==> config.mk <==
export PLATFORM = sky130hd
export DESIGN_NAME = sprite_renderer
export DESIGN_NICKNAME = d
export VERILOG_FILES = /design/src/rtl/sprite_renderer_pkg.sv /design/src/rtl/sprite_renderer_grid_scaler.sv /design/src/rtl/sprite_renderer.sv
export SDC_FILE = /design/constraint.sdc
export NUM_CORES = 1
export LEC_CHECK = 0
export ABC_AREA = 0
export CORE_MARGIN = 10
export CORE_UTILIZATION = 60
export CTS_CLUSTER_SIZE = 14
export DETAILED_ROUTE_END_ITERATION = 10
export PLACE_DENSITY = 0.95
export SLEW_MARGIN = 30
export SYNTH_ARGS = -nofsm -noshare
export SYNTH_HDL_FRONTEND = slang
export SYNTH_HIERARCHICAL = 1
export SYNTH_SLANG_ARGS = --single-unit
==> constraint.sdc <==
create_clock -name clk -period 4.9 [get_ports clk]
set_input_delay 0.49 -clock clk [delete_from_list [all_inputs] [get_ports clk]]
set_output_delay 0.49 -clock clk [all_outputs]
set_load 0.01 [all_outputs]
==> src/rtl/sprite_renderer_pkg.sv <==
// Shared definitions for the sprite pipeline and the movement controller:
// game-field and display dimensions plus the 4:4:4 colour type.
package sprite_renderer_pkg;

  localparam int SCREEN_W = 128;  // game grid columns
  localparam int SCREEN_H = 96;   // game grid rows
  localparam int DISP_W   = 640;  // display columns
  localparam int DISP_H   = 480;  // display rows

  typedef logic [11:0] color_t;   // {r[3:0], g[3:0], b[3:0]}

endpackage

==> src/rtl/sprite_renderer_grid_scaler.sv <==
// Maps a display pixel coordinate onto the game grid by constant division,
// flagging coordinates that fall outside the 128x96 field.
module grid_scaler
  import sprite_renderer_pkg::*;
#(
  parameter int SCALE = 5
) (
  input  logic [9:0] pixel_x,
  input  logic [9:0] pixel_y,
  output logic [6:0] gx,
  output logic [6:0] gy,
  output logic       oof
);

  logic [9:0] qx;
  logic [9:0] qy;

  // Full-width quotients are kept so the field check sees the untruncated cell.
  always_comb begin
    qx  = pixel_x / 10'(SCALE);
    qy  = pixel_y / 10'(SCALE);
    gx  = qx[6:0];
    gy  = qy[6:0];
    oof = (qx >= 10'(SCREEN_W)) || (qy >= 10'(SCREEN_H));
  end

endmodule

==> src/rtl/sprite_renderer.sv <==
// Two-stage pixel pipeline that paints a rectangular sprite on the game grid,
// plus a frame divider that paces the movement controller.
module sprite_renderer
  import sprite_renderer_pkg::*;
#(
  parameter int     SCALE    = 5,
  parameter int     MOVE_DIV = 4,
  parameter color_t FG_COLOR = 12'hFFF,
  parameter color_t BG_COLOR = 12'h000
) (
  input  logic        clk,
  input  logic        reset,
  input  logic        frame_start,
  input  logic        pixel_valid,
  input  logic [9:0]  pixel_x,
  input  logic [9:0]  pixel_y,
  input  logic [6:0]  xPos,
  input  logic [6:0]  yPos,
  input  logic [6:0]  WIDTH,
  input  logic [6:0]  HEIGHT,
  output logic        move_en,
  output logic        hit,
  output logic        rgb_valid,
  output logic [11:0] rgb
);

  logic [6:0] sx_q, sy_q, sw_q, sh_q;
  logic [6:0] sx_d, sy_d, sw_d, sh_d;
  logic [3:0] frame_cnt_q, frame_cnt_d;
  logic       move_en_q, move_en_d;
  logic       v1_q, v1_d, hit1_q, hit1_d;
  logic       v2_q, v2_d, hit2_q, hit2_d;
  color_t     rgb_q, rgb_d;

  logic [6:0] gx, gy;
  logic       oof;
  logic [7:0] gx_e, gy_e, end_x, end_y;
  logic       in_x, in_y;

  grid_scaler #(.SCALE(SCALE)) u_scaler (
    .pixel_x (pixel_x),
    .pixel_y (pixel_y),
    .gx      (gx),
    .gy      (gy),
    .oof     (oof)
  );

  // Shadow capture and frame divider; the wrap cycle requests a move pulse next cycle.
  always_comb begin
    sx_d        = sx_q;
    sy_d        = sy_q;
    sw_d        = sw_q;
    sh_d        = sh_q;
    frame_cnt_d = frame_cnt_q;
    move_en_d   = 1'b0;
    if (frame_start) begin
      sx_d = xPos;
      sy_d = yPos;
      sw_d = WIDTH;
      sh_d = HEIGHT;
      if (frame_cnt_q == 4'(MOVE_DIV - 1)) begin
        frame_cnt_d = 4'd0;
        move_en_d   = 1'b1;
      end else begin
        frame_cnt_d = frame_cnt_q + 4'd1;
      end
    end
  end

  // Hit test against the current shadow (pre-capture on a frame_start cycle);
  // sums are 8 bits wide so a sprite near the edge never wraps to column 0.
  always_comb begin
    gx_e   = {1'b0, gx};
    gy_e   = {1'b0, gy};
    end_x  = {1'b0, sx_q} + {1'b0, sw_q};
    end_y  = {1'b0, sy_q} + {1'b0, sh_q};
    in_x   = (gx_e >= {1'b0, sx_q}) && (gx_e < end_x);
    in_y   = (gy_e >= {1'b0, sy_q}) && (gy_e < end_y);
    v1_d   = pixel_valid;
    hit1_d = pixel_valid && !oof && in_x && in_y;
    v2_d   = v1_q;
    hit2_d = v1_q && hit1_q;
    rgb_d  = (v1_q && hit1_q) ? FG_COLOR : BG_COLOR;
  end

  // State registers; reset discards the shadow, divider and in-flight pixels.
  always_ff @(posedge clk or negedge reset) begin
    if (!reset) begin
      sx_q        <= '0;
      sy_q        <= '0;
      sw_q        <= '0;
      sh_q        <= '0;
      frame_cnt_q <= '0;
      move_en_q   <= 1'b0;
      v1_q        <= 1'b0;
      hit1_q      <= 1'b0;
      v2_q        <= 1'b0;
      hit2_q      <= 1'b0;
      rgb_q       <= BG_COLOR;
    end else begin
      sx_q        <= sx_d;
      sy_q        <= sy_d;
      sw_q        <= sw_d;
      sh_q        <= sh_d;
      frame_cnt_q <= frame_cnt_d;
      move_en_q   <= move_en_d;
      v1_q        <= v1_d;
      hit1_q      <= hit1_d;
      v2_q        <= v2_d;
      hit2_q      <= hit2_d;
      rgb_q       <= rgb_d;
    end
  end

  assign move_en   = move_en_q;
  assign hit       = hit2_q;
  assign rgb_valid = v2_q;
  assign rgb       = rgb_q;

endmodule

==> summary.txt, run 1 <==
Timing
  • Skew final: just under 0.004 ns
  • Setup ws final: 0.269 ns
  • Final period utilization: between 90% and 100%
  • Peak Freq: about 220 MHz
  • Minimum clock period: around 4.6 ns
  • Max_slew headroom: around 47%
  • Fin. Hold Viols: 0
  • Setup violators final: 0
  • Worst slew pin tran: 0.800 ns
  • Setup TNS: 0 ns
  • Slew Limit Fails: 0

Drt
  • Detailed Routing Iterations Pass 1: 5
  • Via density: ~6.7
  • Final wirelength: about 14 mm
  • DRT iter0 DRCs: roughly 380
  • Avg WL per Cell: 19.0 microns
  • Detail Route Antenna Nets: 0
  • Residual DRC: 0
  • Vias: 4,950

Clock network
  • Worst-path clk slew: about 0.08 ns
  • CTS Buf Count: 5
  • Clk_lat worst skew: roughly 0.30 ns
  • Cts hold-fix bufs: 0
  • H-tree depth: 2
  • TritonCTS clock tree: yes
  • CTS sink count: 37
  • CTS root buf: clkbuf_8
  • CTS Buffer Depth: 2

Power
  • Leak: around 2.5 nW
  • Power Density: 249 nW/um^2
  • Switch share: between 30% and 40%
  • Gate power share: about 52%
  • Max VDD drop: 326 uV
  • Tot Pwr: 1.43 mW
  • Clock share of power: between 20% and 30%
  • Pint: just under 0.9 mW
  • Sw Pwr: approximately 0.55 mW
  • Seq pwr share: 25.3%

Logic synthesis
  • Area leader, netlist: dfrtp_1
  • EDFF count, synth: 0
  • Ys async rst share: 100%
  • Seq/Total Area, Yosys: approximately a fifth
  • Netlist Area Pre-Place: between 4000 and 5000 sq um
  • Syn avg cell area: between 8 and 9 sq um
  • Ranking of synthesized cells by area: dfrtp_1 (19%), ha_1 (12%), o21ai_0 (4.8%), mux2_2 (4.0%), nand2_1 (3.6%)
  • Syn_nets: about 670
  • Synth top area share: between 15 and 20%
  • Post-synthesis cell type count: 96
  • Post-Syn Instances: about 570
  • Synth Warn #: 6
  • #FFs+latches synth: 37
  • Main synth FF type: dfrtp_1

Outcome
  • Outcome: complete, no violations

Setup path
  • CP Class: in -> reg
  • R2R setup slack: roughly 2 ns
  • Crit path launch type: primary input
  • Worst Reg-to-Reg Cells: 11
  • R2R Path End: hit1_q
  • Critical Path Fanout Max: 7
  • Crit path DAT: slightly below 5 ns
  • RR Startpoint: sy_q[0]
  • Crit end category: flop
  • Critical path required time: between 5 and 6 ns

Floorplanning
  • Die ar.: about 12,000 sq um
  • Core area: about 7700 sq um
  • I/O pin count: between 60 and 70
  • Starting Density: a little over 60%
  • Die height: 109 microns
  • Row count: 32
  • Die X: 109 microns

Cells and area
  • Diode count: 0
  • Area delta synth->final: 20.7%
  • Fillcell total: about 500
  • Share of cells above drive strength 1: between 15 and 20%
  • Layout Nets: 730

Placed design
  • I/O Buffers: 66
  • Hpwl dp: 9.91 mm
  • Routability cong.: 0.995
  • Post-Place Worst Slack: -0.122 ns

Flow run
  • MaxCap Viol Count: 0

Global routing
  • Number of global-route vias before repair: about 4.7k
  • Largest net degree at the start of global routing: between 40 and 50
  • GRT Util Overall: between 20% and 30%
  • First-pass GRT wire length: about 22 mm
  • Antenna violations before repair: 0
  • GRT overflow: 0

Min path
  • Hold Path Class: in -> async
[placed cells by master, fill, tap and decap left out, types with 4 or more instances in the layout]
master and n:
nand4_1 5, nor4_1 4, a211oi_1 6, xor2_1 8, a21o_1 10, o31ai_1 6, dfrtp_1 37, inv_1 35
ha_1 45, nand2b_1 9, clkdlybuf4s50_1 59, buf_4 40, nor2b_1 7, o311ai_1 4, a31oi_1 4, o221ai_1 7
nor3_1 9, nand3_1 10, o21bai_1 5, o21ai_0 45, o21ai_1 4, nor3b_1 4, nor2_1 26, o21a_1 4
or3_1 7, o22ai_1 4, clkbuf_8 5, xnor2_1 10, a21oi_1 28, mux2_2 17, a21oi_2 6, dlymetal6s2s_1 6
nand2_1 46
[cells in the mapped netlist, types with 8 or more instances]
library cell / number
a211oi_1: 8
a21o_1: 10
a21oi_1: 29
buf_2: 15
buf_4: 21
clkbuf_1: 12
dfrtp_1: 37
ha_1: 45
inv_1: 35
mux2_2: 17
nand2_1: 46
nand2b_1: 9
nand3_1: 10
nor2_1: 26
nor3_1: 11
o21ai_0: 46
o221ai_1: 8
xnor2_1: 10
xor2_1: 8
[worst max path at each step]
| stage | to | slack, ns | start |
|---|---|---|---|
| 2_1_floorplan | hit1_q | 0.68 | pixel_y[9] |
| 3_3_place_gp | hit1_q | 0.15 | pixel_x[7] |
| 3_5_place_dp | hit1_q | -0.12 | pixel_y[7] |
| 4_1_cts | hit1_q | 0.15 | pixel_y[7] |
| 5_1_grt | hit1_q | -0.06 | pixel_y[9] |
| 6_report | hit1_q | 0.27 | pixel_y[6] |
[final cells by class]
cell class | instances | area, sq um | share of cell area (%)
multi-input cells | 443 | 3430 | 59.6
flip-flops and latches | 37 | 926 | 16.1
clock inverters | 3 | 68.8 | 1.19
well taps | 102 | 128 | 2.21
inverters | 36 | 135 | 2.35
repair buffers | 108 | 1000 | 17.4
clock buffers | 5 | 68.8 | 1.19
[sequential cells by signal (all words and copies together), names as in the netlist]
signal and count:
sh_q 7, sw_q 7, sx_q 7, sy_q 7
frame_cnt_q 4, hit1_q 1, move_en 1, rgb 1
rgb_valid 1, v1_q 1
[worst max-delay path, stage by stage]
cell and delay, ns:
clkdlybuf4s50_1 0.59, or3b_1 0.41, and3_4 0.20, o211a_4 0.28
o2111a_1 0.25, a21o_1 0.20, a221oi_4 0.29, ha_1 0.23
and2_1 0.22, o31ai_1 0.10, o311ai_1 0.10, a21oi_1 0.10
o21ai_1 0.14, a21oi_1 0.07, a311o_1 0.33, inv_1 0.06
ha_1 0.21, nor2b_1 0.10, o21ai_0 0.09, nand4_1 0.10
a21oi_1 0.07, and4_1 0.18
[power groups by stage]
stage          Combinational [mW]  Clock (mW)  Sequential, mW
5_1_grt                     0.819       0.338           0.367
3_3_place_gp                0.648           0           0.365
6_report                    0.745       0.324           0.363
3_5_place_dp                0.699           0           0.368
2_1_floorplan               0.501           0           0.363
4_1_cts                     0.714       0.325           0.362
[repair_timing]
action                                  4_1_cts  5_1_grt
gates resized for setup                       0       17
endpoints found under the setup margin        0        1
buffers inserted                              0        2
[per-stage QoR]
| stage | cell area (sq um) | util [%] | hold WS (ns) | std cells |
|---|---|---|---|---|
| after floorplan | 4770 | - | 0.194 | 569 |
| after global placement | 5540 | 71.6 | 0.352 | 724 |
| after detailed placement | 5540 | 71.6 | 0.364 | 724 |
| after CTS | 5670 | 73.4 | 0.297 | 732 |
| after global routing | 5760 | 74.6 | 0.328 | 734 |
| final | 5760 | 74.6 | 0.272 | 734 |
[logic make-up after synthesis]
group | after synthesis | share of synthesized area [%]
and+or+nand+nor | 159 | 18.3
AOI/OAI and AO/OA | 196 | 31.2
xor gates and xnor gates | 19 | 3.64
buffers and inverters | 89 | 9.83
adders and majority gates | 49 | 13.1
muxes | 20 | 4.64
DFF | 37 | 19.4
[metal layers]
metal | vias up | track usage (%) | part of all wire (%)
met4 | 0 | 7.43 | 3.4
met3 | 55 | 4.54 | 8.7
met1 | 2358 | 25.6 | 39
li1 | 2248 | - | -
met2 | 289 | 39.1 | 49
met5 | - | 0 | 0
No activity file was read; power rests on OpenSTA's default activity.
==> run 2: changes to the inputs <==
--- a/config.mk
+++ b/config.mk
@@ -7,10 +7,11 @@
 export LEC_CHECK = 0
 export ABC_AREA = 0
 export CORE_MARGIN = 10
-export CORE_UTILIZATION = 60
+export CORE_UTILIZATION = 38
+export CTS_BUF_LIST = sky130_fd_sc_hd__clkbuf_4
 export CTS_CLUSTER_SIZE = 14
 export DETAILED_ROUTE_END_ITERATION = 10
-export PLACE_DENSITY = 0.95
+export PLACE_DENSITY = 0.71
 export SLEW_MARGIN = 30
 export SYNTH_ARGS = -nofsm -noshare
 export SYNTH_HDL_FRONTEND = slang
==> constraint.sdc (replaced) <==
create_clock -name clk -period 4.9 [get_ports clk]
set_input_delay 0.735 -clock clk [delete_from_list [all_inputs] [get_ports clk]]
set_output_delay 0.735 -clock clk [all_outputs]
set_load 0.01 [all_outputs]
==> summary.txt, run 2 (synthesis results as in run 1) <==
Outcome
  • Outcome: complete, no violations (unchanged)

Setup path
  • R2R setup slack: 2.14 ns (was 2.00 ns)
  • RR Startpoint: sx_q[0] (was sy_q[0])
  • R2R Path End: hit1_q (unchanged)
  • CP most frequent cell: a21oi_1 (unchanged)
  • Stages on the worst setup path: 23 (was 22)
  • Crit path DAT: 4.88 ns (was 4.82 ns)
  • Delay-heaviest family, CP: compound AO/OA/AOI/OAI gates (unchanged)
  • Crit end category: flop (unchanged)
  • Crit-path max cell delay: 0.51 ns (was 0.59 ns)
  • Crit path launch type: primary input (unchanged)
  • Critical path required time: 5.14 ns (was 5.09 ns)
  • Critical path, cell by cell: clkdlybuf4s50_1 > buf_4 > or3b_1 > a21oi_1 > o41a_2 > o2111a_1 > a21o_1 > a221oi_2 > ha_2 > and2_1 > o31ai_1 > o311ai_1 > a21oi_1 > o21ai_1 > a21oi_1 > a311o_1 > inv_1 > ha_1 > nor2b_1 > o21ai_1 > nand4_1 > a21oi_1 > and4_1 (was clkdlybuf4s50_1 > or3b_1 > and3_4 > o211a_4 > o2111a_1 > a21o_1 > a221oi_4 > ha_1 > and2_1 > o31ai_1 > o311ai_1 > a21oi_1 > o21ai_1 > a21oi_1 > a311o_1 > inv_1 > ha_1 > nor2b_1 > o21ai_0 > nand4_1 > a21oi_1 > and4_1)
  • Buf/Inv on CP: 3 (was 2)
  • CP Class: in -> reg (unchanged)
  • Critical Path Fanout Max: 11 (was 7)
  • Worst Reg-to-Reg Cells: 11 (unchanged)
  • Slowest CP cell: o41a_2 (was clkdlybuf4s50_1)

Cells and area
  • Fillcell total: 1,137 (was 498)
  • Diode count: 0 (unchanged)
  • Share of cells above drive strength 1: 22.1% (was 17.4%)
  • Post-route insts no fill: 834 (was 734)
  • Area delta synth->final: 27.0% (was 20.7%)
  • Multi-input gate area: 3450 sq um (was 3430 sq um)
  • Commonest cells after routing, fill and taps aside: buf_4 (75), clkdlybuf4s50_1 (61), nand2_1 (46) (was clkdlybuf4s50_1 (59), nand2_1 (46), o21ai_0 (45), ha_1 (45), buf_4 (40))
  • Leading cell type in the layout, fill and taps excluded: buf_4 (was clkdlybuf4s50_1)
  • Area occupied by registers: 926 sq um (unchanged)
  • Layout Nets: 764 (was 730)

Floorplanning
  • I/O pin count: 67 (unchanged)
  • Die X: 132 microns (was 109 microns)
  • Core area: 12,200 sq um (was 7730 sq um)
  • Die ar.: 17,400 sq um (was 11,900 sq um)
  • Die height: 132 microns (was 109 microns)
  • Starting Density: 39.3% (was 61.8%)
  • Row count: 40 (was 32)

Placed design
  • Placed insts: 825 (was 724)
  • I/O Buffers: 66 (unchanged)
  • Hpwl dp: 10.1 mm (was 9.91 mm)
  • Routability cong.: 0.945 (was 0.995)
  • Post-Place Worst Slack: -0.230 ns (was -0.122 ns)

Clock network
  • TritonCTS clock tree: yes (unchanged)
  • Clk_lat worst skew: 0.34 ns (was 0.30 ns)
  • CTS Buf Count: 5 (unchanged)
  • H-tree depth: 2 (unchanged)
  • CTS sink count: 37 (unchanged)
  • CTS root buf: clkbuf_4 (was clkbuf_8)
  • CTS Buffer Depth: 2 (unchanged)
  • Cts hold-fix bufs: 0 (unchanged)
  • Worst-path clk slew: 0.11 ns (was 0.08 ns)

Drt
  • Final wirelength: 12.6 mm (was 13.9 mm)
  • Residual DRC: 0 (unchanged)
  • Avg WL per Cell: 15.1 microns (was 19.0 microns)
  • DRT iter0 DRCs: 342 (was 382)
  • Vias: 4,602 (was 4,950)
  • Detailed Routing Iterations Pass 1: 4 (was 5)
  • Via density: 5.52 (was 6.74)
  • Detail Route Antenna Nets: 0 (unchanged)

Flow run
  • MaxCap Viol Count: 0 (unchanged)

Timing
  • Fin. Hold Viols: 0 (unchanged)
  • Slew Limit Fails: 0 (unchanged)
  • Minimum clock period: 4.64 ns (was 4.63 ns)
  • Final period utilization: 94.7% (was 94.5%)
  • Setup ws final: 0.258 ns (was 0.269 ns)
  • Worst slew pin tran: 0.821 ns (was 0.800 ns)
  • Max_slew headroom: 45.2% (was 46.6%)
  • Setup violators final: 0 (unchanged)
  • Skew final: 0.0108 ns (was 0.00394 ns)
  • Peak Freq: 215 MHz (was 216 MHz)
  • RSZ-0062 raised after global routing: false

Global routing
  • Number of global-route vias before repair: 4,551 (was 4,745)
  • First-pass GRT wire length: 21.4 mm (was 22.2 mm)
  • Largest net degree at the start of global routing: 46 (unchanged)
  • GRT overflow: 0 (unchanged)
  • GRT Util Overall: 13.9% (was 22.0%)
  • Antenna violations before repair: 0 (unchanged)

Power
  • Pint: 0.854 mW (was 0.882 mW)
  • Switch share: 37.0% (was 38.4%)
  • Sw Pwr: 0.502 mW (was 0.550 mW)
  • Leak: 2.64 nW (was 2.52 nW)
  • Seq pwr share: 26.6% (was 25.3%)
  • Tot Pwr: 1.36 mW (was 1.43 mW)
  • Max VDD drop: 118 uV (was 326 uV)
  • Clock share of power: 19.6% (was 22.6%)
  • Gate power share: 53.8% (was 52.1%)
  • Power Density: 224 nW/um^2 (was 249 nW/um^2)

Min path
  • Hold_sp: v1_q
  • Hold Path Class: reg -> reg (was in -> async)
  • WHS Endpoint: rgb_valid
  • Hold depth: 0
run 2: worst max path at each step:
stage | start | endpoint | slack (ns)
3_5_place_dp | pixel_y[4] | hit1_q | -0.23
4_1_cts | pixel_y[4] | hit1_q | 0.11
6_report | pixel_y[7] | hit1_q | 0.26
2_1_floorplan | pixel_y[9] | hit1_q | 0.44
3_3_place_gp | pixel_y[4] | hit1_q | -0.11
5_1_grt | pixel_y[7] | hit1_q | 0.002
run 2: power by group through the flow:
stage / clock [mW] / combinational (mW) / sequential [mW]
3_5_place_dp: 0 / 0.715 / 0.367
6_report: 0.265 / 0.730 / 0.361
5_1_grt: 0.293 / 0.819 / 0.366
3_3_place_gp: 0 / 0.691 / 0.366
4_1_cts: 0.277 / 0.719 / 0.361
2_1_floorplan: 0 / 0.501 / 0.363
run 2: area by class of cell:
type	instances	share of cell area (%)
clock buffer	5	0.619
timing repair buffer	142	20.4
sequential	37	15.3
multi-input combinational	443	56.8
inverter	36	2.23
clock inverter	3	1.13
tap	168	3.47
run 2: through the flow:
stage | utilization [%] | TNS, ns | hold WS, ns | instance area, sq um
2_1_floorplan | - | 0 | 0.347 | 4770
3_3_place_gp | 48.3 | -0.108 | 0.352 | 5870
3_5_place_dp | 48.3 | -0.230 | 0.374 | 5870
4_1_cts | 49.1 | 0 | 0.401 | 5980
5_1_grt | 49.9 | 0 | 0.418 | 6060
6_report | 49.9 | 0 | 0.395 | 6060
run 2: repair_timing:
item / 4_1_cts / 5_1_grt
setup endpoints to repair: 0 / 1
gates resized for setup: 0 / 19
setup buffers: 0 / 1
run 2: metal layers:
layer  global-route usage (%)  up-vias  routed length (microns)  share of wire, %
met3                     1.87       26                      390               3.1
li1                         -     2327                        -                 -
met4                     2.66        0                      210               1.7
met5                        0        -                        0                 0
met2                     25.2      109                     6430                51
met1                     16.9     2140                     5570                44
==> run 3: changes to the inputs <==
--- a/config.mk
+++ b/config.mk
@@ -6,12 +6,12 @@
 export NUM_CORES = 1
 export LEC_CHECK = 0
 export ABC_AREA = 0
-export CORE_MARGIN = 10
-export CORE_UTILIZATION = 38
+export CORE_MARGIN = 1
+export CORE_UTILIZATION = 50
 export CTS_BUF_LIST = sky130_fd_sc_hd__clkbuf_4
 export CTS_CLUSTER_SIZE = 14
 export DETAILED_ROUTE_END_ITERATION = 10
-export PLACE_DENSITY = 0.71
+export PLACE_DENSITY = 0.86
 export SLEW_MARGIN = 30
 export SYNTH_ARGS = -nofsm -noshare
 export SYNTH_HDL_FRONTEND = slang
==> summary.txt, run 3 (synthesis results as in run 1) <==
Cells and area
  • Leading cell type in the layout, fill and taps excluded: buf_4 (unchanged)
  • Commonest cells after routing, fill and taps aside: buf_4 (67), clkdlybuf4s50_1 (60), o21ai_0 (46), nand2_1 (46), ha_1 (44) (was buf_4 (75), clkdlybuf4s50_1 (61), nand2_1 (46))
  • Layout Nets: 757 (was 764)
  • Area delta synth->final: 24.1% (was 27.0%)
  • Share of cells above drive strength 1: 21.0% (was 22.1%)
  • Diode count: 0 (unchanged)
  • Post-layout util: 64.1% (was 49.9%)

Power
  • Leak: 2.59 nW (was 2.64 nW)
  • Power Density: 211 nW/um^2 (was 224 nW/um^2)
  • Max VDD drop: 242 uV (was 118 uV)

Setup path
  • Crit-path max cell delay: 0.44 ns (was 0.51 ns)
  • Crit path launch type: primary input (unchanged)
  • Setup crit start: pixel_y[7] (unchanged)
  • Critical path, cell by cell: clkdlybuf4s50_1 > buf_4 > nand2b_4 > or3_1 > a41o_4 > a211oi_4 > a21o_1 > a221oi_2 > ha_2 > and2_4 > o41ai_2 > nor3_1 > o21ai_0 > o2111ai_1 > a21oi_1 > a311o_1 > inv_1 > ha_1 > nor2b_1 > o21ai_0 > nand4_1 > a21oi_1 > and4_1 (was clkdlybuf4s50_1 > buf_4 > or3b_1 > a21oi_1 > o41a_2 > o2111a_1 > a21o_1 > a221oi_2 > ha_2 > and2_1 > o31ai_1 > o311ai_1 > a21oi_1 > o21ai_1 > a21oi_1 > a311o_1 > inv_1 > ha_1 > nor2b_1 > o21ai_1 > nand4_1 > a21oi_1 > and4_1)
  • Critical Path Fanout Max: 14 (was 11)
  • CP Class: in -> reg (unchanged)
  • RR Startpoint: sx_q[0] (unchanged)
  • Slowest CP cell: clkdlybuf4s50_1 (was o41a_2)
  • Critical path required time: 5.18 ns (was 5.14 ns)
  • Crit end category: flop (unchanged)
  • Crit path DAT: 5.03 ns (was 4.88 ns)

Drt
  • Detailed Routing Iterations Pass 1: 5 (was 4)
  • Avg WL per Cell: 15.4 microns (was 15.1 microns)
  • WL met2: 6.16 mm (was 6.43 mm)
  • Residual DRC: 0 (unchanged)
  • Final wirelength: 12.1 mm (was 12.6 mm)
  • Top Metal Used: met4 (unchanged)
  • WL met1: 5.20 mm (was 5.57 mm)
  • DRT iter0 DRCs: 264 (was 342)
  • Detail Route Antenna Nets: 0 (unchanged)
  • Met3 Routed Length: 500 microns (was 390 microns)
  • Via density: 5.97 (was 5.52)
  • Vias: 4,697 (was 4,602)

Flow run
  • MaxCap Viol Count: 0 (unchanged)

Floorplanning
  • Starting Density: 51.7% (was 39.3%)
  • Die height: 99.7 microns (was 132 microns)
  • Row count: 35 (was 40)
  • Die ar.: 9940 sq um (was 17,400 sq um)
  • Die X: 99.7 microns (was 132 microns)
  • Core area: 9240 sq um (was 12,200 sq um)
  • I/O pin count: 67 (unchanged)

Timing
  • Peak Freq: 211 MHz (was 215 MHz)
  • Slew Limit Fails: 0 (unchanged)
  • RSZ-0062 raised after global routing: false (unchanged)
  • Final period utilization: 96.9% (was 94.7%)
  • Setup TNS: 0 ns (unchanged)
  • Max_slew headroom: 46.5% (was 45.2%)
  • Worst hold slack: 0.386 ns (was 0.395 ns)
  • Worst slew pin tran: 0.803 ns (was 0.821 ns)
  • Minimum clock period: 4.75 ns (was 4.64 ns)
  • Setup violators final: 0 (unchanged)
  • Fin. Hold Viols: 0 (unchanged)
  • Skew final: 0.0157 ns (was 0.0108 ns)
  • Setup ws final: 0.152 ns (was 0.258 ns)

Clock network
  • H-tree depth: 2 (unchanged)
  • CTS root buf: clkbuf_4 (unchanged)
  • Postcts setup bufs: 0 (unchanged)
  • CTS sink count: 37 (unchanged)
  • TritonCTS clock tree: yes (unchanged)
  • Worst-path clk slew: 0.09 ns (was 0.11 ns)
  • CTS Buf Count: 5 (unchanged)
  • CTS Buffer Depth: 2 (unchanged)
  • Cts hold-fix bufs: 0 (unchanged)
  • Clk_lat worst skew: 0.36 ns (was 0.34 ns)

Outcome
  • Outcome: complete, no violations (unchanged)

Global routing
  • GRT Util Overall: 24.9% (was 13.9%)
  • Antenna violations before repair: 0 (unchanged)
  • GRT overflow: 0 (unchanged)
  • First-pass GRT wire length: 20.5 mm (was 21.4 mm)
  • Largest net degree at the start of global routing: 38 (was 46)
  • Number of global-route vias before repair: 4,655 (was 4,551)

Min path
  • Hold Path Class: reg -> reg (unchanged)
  • Hold_sp: v1_q (unchanged)

Placed design
  • Post-Place Worst Slack: -0.402 ns (was -0.230 ns)
  • Routability cong.: 0.968 (was 0.945)
  • Hpwl dp: 9.44 mm (was 10.1 mm)
  • I/O Buffers: 66 (unchanged)
run 3: cell count changes in the layout (fill, tap and decap cells not counted), moves of 2 or more:
cell | before | now
buf_4 | 75 | 67
a21oi_1 | 26 | 28
a21oi_2 | 8 | 6
bufinv_16 | 2 | 0
run 3: cell type report:
cell class                      count  area (sq um)
Timing Repair Buffer              135          1190
Clock buffer                        6          45.0
Tap cell                          129           161
Sequential cell                    37           926
Fill cell                         771          3320
Multi-Input combinational cell    443          3460
Clock inverter                      1          3.75
Inverter                           36           135
run 3: final timing paths:
kind,endpoint,slack (ns),cells past startpoint
max in group asynchronous,sx_q[6],3.92,1
max reg2reg,hit1_q,2.07,12
min reg2reg,rgb_valid,0.39,0
min in group asynchronous,sy_q[5],0.46,1
max,hit1_q,0.15,23
min,rgb_valid,0.39,0
run 3: report_power, final:
part	total (mW)	internal (mW)	switching, mW
combinational	0.736	0.355	0.381
sequential	0.362	0.338	0.0235
clock	0.154	0.0576	0.0967
total	1.25	0.750	0.501
run 3: metal layers:
metal	up-vias	global-route usage [%]
met3	25	3.79
met5	-	0
li1	2294	-
met1	2223	30.4
met2	155	45.0
met4	0	7.01
run 3: stage by stage:
step | instances | total power [mW] | area (sq um)
4_1_cts | 787 | 1.25 | 5840
6_report | 787 | 1.25 | 5920
5_1_grt | 787 | 1.36 | 5920
2_1_floorplan | 569 | 0.864 | 4770
3_3_place_gp | 780 | 1.05 | 5790
3_5_place_dp | 780 | 1.09 | 5790
run 3: critical path, delay by kind of cell:
family | cells | cell delay (ns)
fa+ha+maj | 2 | 0.50
simple gates | 7 | 1.07
buf+inv | 3 | 0.68
compound gates | 11 | 2.03
run 3: what timing repair did:
item | 4_1_cts | 5_1_grt
endpoints found under the hold margin | 0 | 0
cloned | 0 | 0
endpoints found under the setup margin | 1 | 1
resized for setup | 1 | 18
pin swaps | 0 | 3
